<file path="config.mk">
export PLATFORM = sky130hd
export DESIGN_NAME = parity_stream_engine
export DESIGN_NICKNAME = d
export VERILOG_FILES = /design/src/rtl/parity_stream_engine.sv
export SDC_FILE = /design/constraint.sdc
export NUM_CORES = 1
export LEC_CHECK = 0
export BUFFER_PORTS_ARGS = -buffer_cell sky130_fd_sc_hd__buf_4
export CAP_MARGIN = 0
export CORE_UTILIZATION = 46
export CTS_CLUSTER_SIZE = 28
export DETAILED_ROUTE_END_ITERATION = 10
export GPL_ROUTABILITY_DRIVEN = 0
export PLACE_DENSITY = 0.72
export REMOVE_ABC_BUFFERS = 1
export SYNTH_ARGS = -nofsm -noshare
export SYNTH_HDL_FRONTEND = slang
export SYNTH_SLANG_ARGS = --single-unit
</file>
<file path="constraint.sdc">
create_clock -name i_clk -period 1.5 [get_ports i_clk]
set_input_delay 0.225 -clock i_clk [delete_from_list [all_inputs] [get_ports i_clk]]
set_output_delay 0.225 -clock i_clk [all_outputs]
set_load 0.01 [all_outputs]
</file>
<file path="src/rtl/parity_stream_engine.sv">
// parity_stream_engine: multi-cycle parity generator/checker with valid/ready handshakes on both sides.
module parity_stream_engine #(
    parameter int DATA_WIDTH     = 8,
    parameter int BITS_PER_CYCLE = 1,
    parameter int CNT_WIDTH      = 4
) (
    input  logic                  i_clk,
    input  logic                  i_rst,
    input  logic [1:0]            i_parity_type,
    input  logic                  i_check_mode,
    input  logic                  i_in_valid,
    output logic                  o_in_ready,
    input  logic [DATA_WIDTH-1:0] i_in_data,
    input  logic                  i_in_parity,
    output logic                  o_out_valid,
    input  logic                  i_out_ready,
    output logic [DATA_WIDTH-1:0] o_out_data,
    output logic                  o_out_parity,
    output logic                  o_parity_error,
    output logic [CNT_WIDTH-1:0]  o_error_count,
    input  logic                  i_clear_count
);
    localparam int N  = DATA_WIDTH / BITS_PER_CYCLE;
    localparam int BW = N > 1 ? $clog2(N) : 1;

    typedef enum logic [1:0] {IDLE, SHIFT, DONE} state_t;

    state_t                r_state;
    logic [DATA_WIDTH-1:0] r_data;
    logic [DATA_WIDTH-1:0] r_shift;
    logic [1:0]            r_type;
    logic                  r_check;
    logic                  r_in_parity;
    logic                  r_acc;
    logic [BW-1:0]         r_beat;
    logic                  w_x;
    logic                  w_par;
    logic                  w_err;

    // w_x is the accumulator including the chunk folded on this edge
    assign w_x   = r_acc ^ (^r_shift[BITS_PER_CYCLE-1:0]);
    assign w_par = r_type == 2'b01 ? ~w_x : r_type == 2'b10 ? w_x : 1'b0;
    assign w_err = r_check & (r_type == 2'b01 || r_type == 2'b10) & (r_in_parity != w_par);

    always_ff @(posedge i_clk) begin
        if (i_rst) begin
            r_state        <= IDLE;
            r_data         <= '0;
            r_shift        <= '0;
            r_type         <= '0;
            r_check        <= 1'b0;
            r_in_parity    <= 1'b0;
            r_acc          <= 1'b0;
            r_beat         <= '0;
            o_in_ready     <= 1'b1;
            o_out_valid    <= 1'b0;
            o_out_data     <= '0;
            o_out_parity   <= 1'b0;
            o_parity_error <= 1'b0;
            o_error_count  <= '0;
        end else begin
            if (i_clear_count)
                o_error_count <= '0;
            else if (r_state == DONE && i_out_ready && o_parity_error && o_error_count != '1)
                o_error_count <= o_error_count + 1'b1;
            case (r_state)
                IDLE: if (i_in_valid) begin
                    r_data      <= i_in_data;
                    r_shift     <= i_in_data;
                    r_type      <= i_parity_type;
                    r_check     <= i_check_mode;
                    r_in_parity <= i_in_parity;
                    r_acc       <= 1'b0;
                    r_beat      <= '0;
                    o_in_ready  <= 1'b0;
                    r_state     <= SHIFT;
                end
                SHIFT: begin
                    r_acc   <= w_x;
                    r_shift <= r_shift >> BITS_PER_CYCLE;
                    r_beat  <= r_beat + 1'b1;
                    if (r_beat == BW'(N - 1)) begin
                        o_out_data     <= r_data;
                        o_out_parity   <= w_par;
                        o_parity_error <= w_err;
                        o_out_valid    <= 1'b1;
                        r_state        <= DONE;
                    end
                end
                DONE: if (i_out_ready) begin
                    o_out_valid <= 1'b0;
                    o_in_ready  <= 1'b1;
                    r_state     <= IDLE;
                end
                default: r_state <= IDLE;
            endcase
        end
    end
endmodule

</file>
Yosys cells after proc, flatten, opt, wreduce, memory -nomap -nowiden --
Index checks and enable logic that the tools add are counted.
Operators by class: $add $sub $neg 2, equality and inequality tests 10, mux-type cells 17, bitwise operators 4, reduce and logical (&&, ||, !) cells 15
Operator list (count):
- $pmux 8 s2 | 1
- $reduce_and 3->1 | 3
- $mux 8 | 1
- $mux 1 | 6
- $mux 2 | 3
- $ne 2x2->1 const B | 3
- $pmux 1 s2 | 3
- $pmux 2 s3 | 1
- $pmux 3 s2 | 1
- $reduce_and 2->1 | 3
- $reduce_bool 2->1 | 3
- $add 4x1->4 const B | 1
- $eq 2x1->1 const B | 2
- $eq 2x2->1 const B | 2
- $ne 4x4->1 const B | 1
- $add 3x1->3 const B | 1
- $eq 3x3->1 const B | 1
- $logic_and 1x1->1 | 3
- $mux 3 | 1
- $and 1x1->1 | 2
- $logic_not 2->1 | 1
- $reduce_or 2->1 | 1
- $logic_or 1x1->1 | 1
- $ne 1x1->1 | 1
- other kinds (2) | 2
Storage, ports and cells: flip-flop bits (word level) 42, input port bits 17, output and inout bits 16

Longest topological paths before layout --
Gate-level depths: netlist of the first run.
word-level depth 5, mapped depth 6, gate-level depth less buffers 6

Least setup slack after synthesis of the first run --
No wires, ideal clock.
path kind reg-to-reg, from register o_error_count[0], to register o_error_count[3], library setup time 0.127 ns, data arrival time 1.128 ns, data required time 1.373 ns, slack 0.245 ns, cell stages (with the launch flop) 5, buffers on the path 0, cell sequence dfxtp_1 -> ha_1 -> a311o_1 -> xor2_1 -> nor3_2
Between the ends: longest elaborated chain between the ends 2, elaborated cells on any way between the ends 3, classes of those cells add/sub (1); eq/ne (1); reduce/logical (1)
Ends and longest elaborated chain:
- start: declaration | line 20 | output logic [CNT_WIDTH-1:0] o_error_count,
- start signal: assignment | line 65 | o_error_count <= o_error_count + 1'b1;
- branches (longest 2 deep; another with $add 4x1->4)
Parallel ways; which one is timed is not known. A chain may end at the register's enable or synchronous reset.

Final worst setup path of the first run --
from register r_state[1], to register o_out_parity
Between the ends: longest elaborated chain between the ends 2
Ends and longest elaborated chain:
- start: declaration | line 28 | state_t r_state;
- start signal: assignment | line 47 | r_state <= IDLE;
- start signal: assignment | line 76 | r_state <= SHIFT;
- start signal: assignment | line 87 | r_state <= DONE;
- $eq 2x1->1 | line 66 | case (r_state)
- $reduce_and 2->1 (no source line)
- end signal: assignment | line 84 | o_out_parity <= w_par;
- end: declaration | line 18 | output logic o_out_parity,
No other way between the ends.

==> results of run 1 <==
## metrics by stage
step,setup WS (ps),utilization,instance area (µm²)
after floorplan,146.6,-,1670
after global placement,173.8,0.5869,2036
after detailed placement,140.3,0.5869,2036
after CTS,118.4,0.6144,2131
after global routing,38.13,0.6144,2131
final,125.0,0.6144,2131
## cell families (layout without fill, tap and decap cells)
family                   Yosys count  count (layout)  share of synthesized area
AO/OA/AOI/OAI                     44              44                     0.1416
XOR/XNOR                           3               3                    0.01510
adder cells (fa/ha/maj)            5               5                    0.03595
buffers and inverters             16              54                    0.05105
flip-flops                        42              42                     0.4831
multiplexers                       2               2                    0.01150
AND/OR/NAND/NOR                   92              92                     0.2617
## worst paths after layout
check / startpoint / cells past startpoint / endpoint / slack [ps]
setup / recovery: r_state[1]$_SDFFE_PP0P_ / 5 / o_out_parity$_SDFFE_PP0P_ / 130
hold reg to reg: r_data[5]$_SDFFE_PP0P_ / 2 / o_out_data[5]$_SDFFE_PP0P_ / 450
setup reg to reg: r_state[1]$_SDFFE_PP0P_ / 5 / o_out_parity$_SDFFE_PP0P_ / 130
hold / removal: i_clear_count / 2 / o_error_count[3]$_SDFFE_PP0P_ / 120
## power by group
part	internal [µW]	switching [µW]	total, µW
combinational	94.0	110	204
clock	370	379	749
sequential	1160	26.2	1180
total	1620	515	2140
## per-layer routing
layer	GRT usage	part of all wire	vias to the layer above	routed length [µm]
met2	0.3019	0.47	31	1569
met4	0.05966	0.0051	0	17
li1	-	-	757	-
met5	0	0	-	0
met3	0.06159	0.040	2	133
met1	0.2231	0.49	682	1621
## cell type report
type                    count  area (µm²)
multi-input cells         146       810.8
inverters                   5       18.77
flip-flops and latches     42       840.8
clock inverters             2       12.51
repair buffers             41       307.8
well taps                  46       57.56
clock buffers               6       82.58
fillers                   338        1338
## registers in the layout, indices dropped and copies added (netlist names), 2 cells and up
name and cells:
r_data 8, r_beat 3, r_state 2, o_error_count 4, r_shift 8, o_out_data 8, r_type 2
## cells in the mapped netlist, drive strengths merged (2+ instances only)
library cell,count,area [µm²]
nand3,5,25.02
dfxtp,42,840.8
clkbuf,5,18.77
a21oi,29,145.1
a31oi,7,43.79
nand2b,2,12.51
buf,6,51.30
ha,5,62.56
xor2,3,26.28
nor3b,2,26.28
mux2i,2,20.02
nor3,3,20.02
o21ai,3,15.01
inv,5,18.77
nor2b,3,26.27
nand2,61,229.0
nor4b,2,17.52
nor2,7,28.78
==> results_dict.tcl, run 1 <==
set metrics [dict create \
    grt_use_total 0.1836 \
    arrival_ps 1580 \
    synth-main-ff-cell "dfxtp_1" \
    route.detailed.drc 0 \
    vias 1472 \
    crit_required_ps 1710 \
    route.detailed.wl_per_inst_um 11.60 \
    timing.hold.ws_ps 123.1 \
    cts_resized 0 \
    finalClockSkew_ps 4.441 \
    htreeDepth 2 \
    total_power_uw 2137 \
    critical_path_class "reg -> reg" \
    grt_max_degree 28 \
    cp_slowest_cell "dfxtp_1" \
    dr.pass1.iters 5 \
    status "finished, final reports clean" \
    fin_crit_sh 0.9167 \
    crit_path_end_kind "register" \
    tns_ps 0 \
    dp_hpwl_um 2361 \
    seq_area_frac_synth 0.4831 \
    final_cell_mix "nand2_1 (61), dfxtp_1 (42), buf_4 (41)" \
    yosysWarningCount 0 \
    syn-cell-area_um2 1740 \
    final_cells 288 \
    post-cts-setup-buffers 0 \
    tightest_slew_ps 387.7 \
    async_flop_share 0 \
    drive_gt1_frac 0.2314 \
    synth_cell_types 37 \
    hold_class "in -> reg" \
    slew_headroom 0.7412 \
    irDropWorstVdd_v 0.0006350 \
    die_x_um 63.51 \
    finalWirelength_um 3342 \
    cts_sinks 42 \
    diodes 0 \
    antenna_found_initial 0 \
    cp_max_fo 13 \
    netlist_instances 204 \
    setup_viol 0 \
    slowest_delay_ps 320 \
    startpoint_type "register" \
    maxCapViolations 0 \
    syn_avg_cell_area_um2 8.531 \
    grt_overflow 0 \
    p_leak_uw 0.0008650 \
    maxSlewViolCount 0 \
    path_cells "buf_4 -> nor2b_4 -> and2_4 -> nor2_1 -> a211oi_1" \
    synth_edf_count 0 \
    first_iter_violations 42 \
    crit_family "simple AND/OR/NAND/NOR gates" \
    core_area_um2 3468 \
    period_minus_slack_ps 1375 \
    clock_latency_ps 290 \
    rows 21 \
    final_hold_viol_count 0 \
    path_clk_slew_ps 80 \
    synth_seq_cells 42 \
    ant_nets 0 \
    numCtsBuffers 5 \
    place_inst 280 \
    cts_root_buf "clkbuf_8" \
    worst-path-buf-inv 1 \
    avgViaCountPerCell 5.111 \
    initial_core_util 0.5018 \
    syn_to_final_growth_pct 22.43 \
    grt_pass1_vias 1368 \
    boundaryPins 33 \
    die_height_um 63.51 \
    clk_path_buf_depth 2 \
    mostFrequentLayoutCell "nand2_1" \
    max_freq_mhz 727.3 \
    dieArea_um2 4034 \
    rsz0062_at_grt "false" \
    grt_pass1_wl_um 5768 \
    ctsHoldBuffers 0 \
    p_per_area_nw_per_um2 1003 \
    nets 263 \
    cts_tree "yes" \
    port_buffers 32 \
]
(Power assumes the default switching activity.)
==> inputs of run 2 (changes only) <==
==> constraint.sdc (replaced) <==
create_clock -name i_clk -period 1.5 [get_ports i_clk]
set_input_delay 0.3 -clock i_clk [delete_from_list [all_inputs] [get_ports i_clk]]
set_output_delay 0.3 -clock i_clk [all_outputs]
set_load 0.01 [all_outputs]
==> run 2 against run 1 <==
  * Setup slack got worse by 7.5 ps
  * Critical path depth is the same
  * Sequential cell count stayed put
  * Largest power group unchanged
  * First-iteration DRC count up 43%
==> results_dict.tcl, run 2 (synthesized netlist as in run 1, its figures left out) <==
set metrics [dict create \
    status "finished, final reports clean" \
    cts_root_buf "clkbuf_8" \
    route.detailed.drc 0 \
    critical_path_class "reg -> reg" \
    nets 264 \
    dpl_cell_area_um2 2043 \
    timing.hold.ws_ps 189.8 \
    period_minus_slack_ps 1382 \
    cts_tree "yes" \
    p_leak_uw 0.0008677 \
    crit_path_end_kind "register" \
    crit_required_ps 1720 \
    final_cell_mix "nand2_1 (61), buf_4 (42), dfxtp_1 (42)" \
    clock_latency_ps 300 \
    grt_pass1_vias 1355 \
    maxSlewViolCount 0 \
    initial_core_util 0.5018 \
    arrival_ps 1600 \
    hold_class "in -> reg" \
    slew_headroom 0.7331 \
    port_buffers 32 \
    dr.pass1.iters 4 \
    rsz0062_at_grt "false" \
    route.detailed.wl_per_inst_um 11.98 \
    rows 21 \
    core_area_um2 3468 \
    tns_ps 0 \
    vias 1460 \
    die_x_um 63.51 \
    grt_use_total 0.1916 \
    cp_max_fo 3 \
    grt_max_degree 28 \
    reg.largest.list "o_out_data x8, r_data x8, r_shift x8" \
    avgViaCountPerCell 5.052 \
    numCtsBuffers 5 \
    boundaryPins 33 \
    p_per_area_nw_per_um2 991.3 \
    irDropWorstVdd_v 0.0007477 \
    antenna_found_initial 0 \
    ctsHoldBuffers 0 \
    final_hold_viol_count 0 \
    stdcell_area_um2 2130 \
    setup_viol 0 \
    cts_resized 0 \
    syn_to_final_growth_pct 22.36 \
    grt_pass1_wl_um 5947 \
    htreeDepth 2 \
    maxCapViolations 0 \
    path_clk_slew_ps 80 \
    post-cts-setup-buffers 0 \
    max_freq_mhz 723.3 \
    tightest_slew_ps 399.9 \
    dpl_worst_slack_ps 130.8 \
    die_height_um 63.51 \
    diodes 0 \
    grt_overflow 0 \
    cts_sinks 42 \
    mostFrequentLayoutCell "nand2_1" \
    dieArea_um2 4034 \
    first_iter_violations 60 \
    clk_path_buf_depth 2 \
    finalClockSkew_ps 6.810 \
    drive_gt1_frac 0.2305 \
    ant_nets 0 \
    finalWirelength_um 3463 \
    dp_hpwl_um 2416 \
    startpoint_type "register" \
    fin_crit_sh 0.9217 \
    post-route-util 0.6140 \
    fin_ws_ps 117.5 \
]
## run 2: cell count changes in the layout (fill, tap and decap cells not counted), sizes merged
cell,before,now
clkinvlp,1,0
buf,41,42
clkinv,1,2
## run 2: worst max-delay path: stages (launching register included)
cell      delay (ps)
dfxtp_1          360
inv_1             50
ha_1             310
nor4bb_1         350
nand3_1          140
o221ai_1          90
## run 2: final cells by class
type                            instances  area, µm²
Fill cell                             324       1339
Sequential cell                        42      840.8
Multi-Input combinational cell        146      810.8
Timing Repair Buffer                   42      315.3
Clock buffer                            6      72.57
Tap cell                               46      57.56
Inverter                                5      18.77
Clock inverter                          2      13.76
## run 2: layer usage
layer,track usage,up-vias,share of wire
li1,-,760,-
met1,0.2397,667,0.48
met2,0.2979,28,0.45
met3,0.06703,5,0.049
met4,0.07670,0,0.013
met5,0,-,0
## run 2: where the power goes
group	switching [µW]	total (µW)	internal (µW)
logic	113	209	95.9
registers	25.6	1180	1160
clock network	391	719	328
## run 2: path summary, 6_finish.rpt
check,to,depth (start not counted),slack (ps),from
max,o_parity_error$_SDFFE_PP0P_,5,120,r_type[0]$_SDFFE_PP0P_
min,o_error_count[3]$_SDFFE_PP0P_,2,190,i_clear_count
max reg2reg,o_parity_error$_SDFFE_PP0P_,5,120,r_type[0]$_SDFFE_PP0P_
min reg2reg,r_data[3]$_SDFFE_PP0P_,2,460,r_data[3]$_SDFFE_PP0P_
## run 2: through the flow
stage	power, µW	cells
floorplan	1313	193
global placement	1414	281
detailed placement	1418	281
CTS	2136	289
global route	2217	289
finish	2111	289
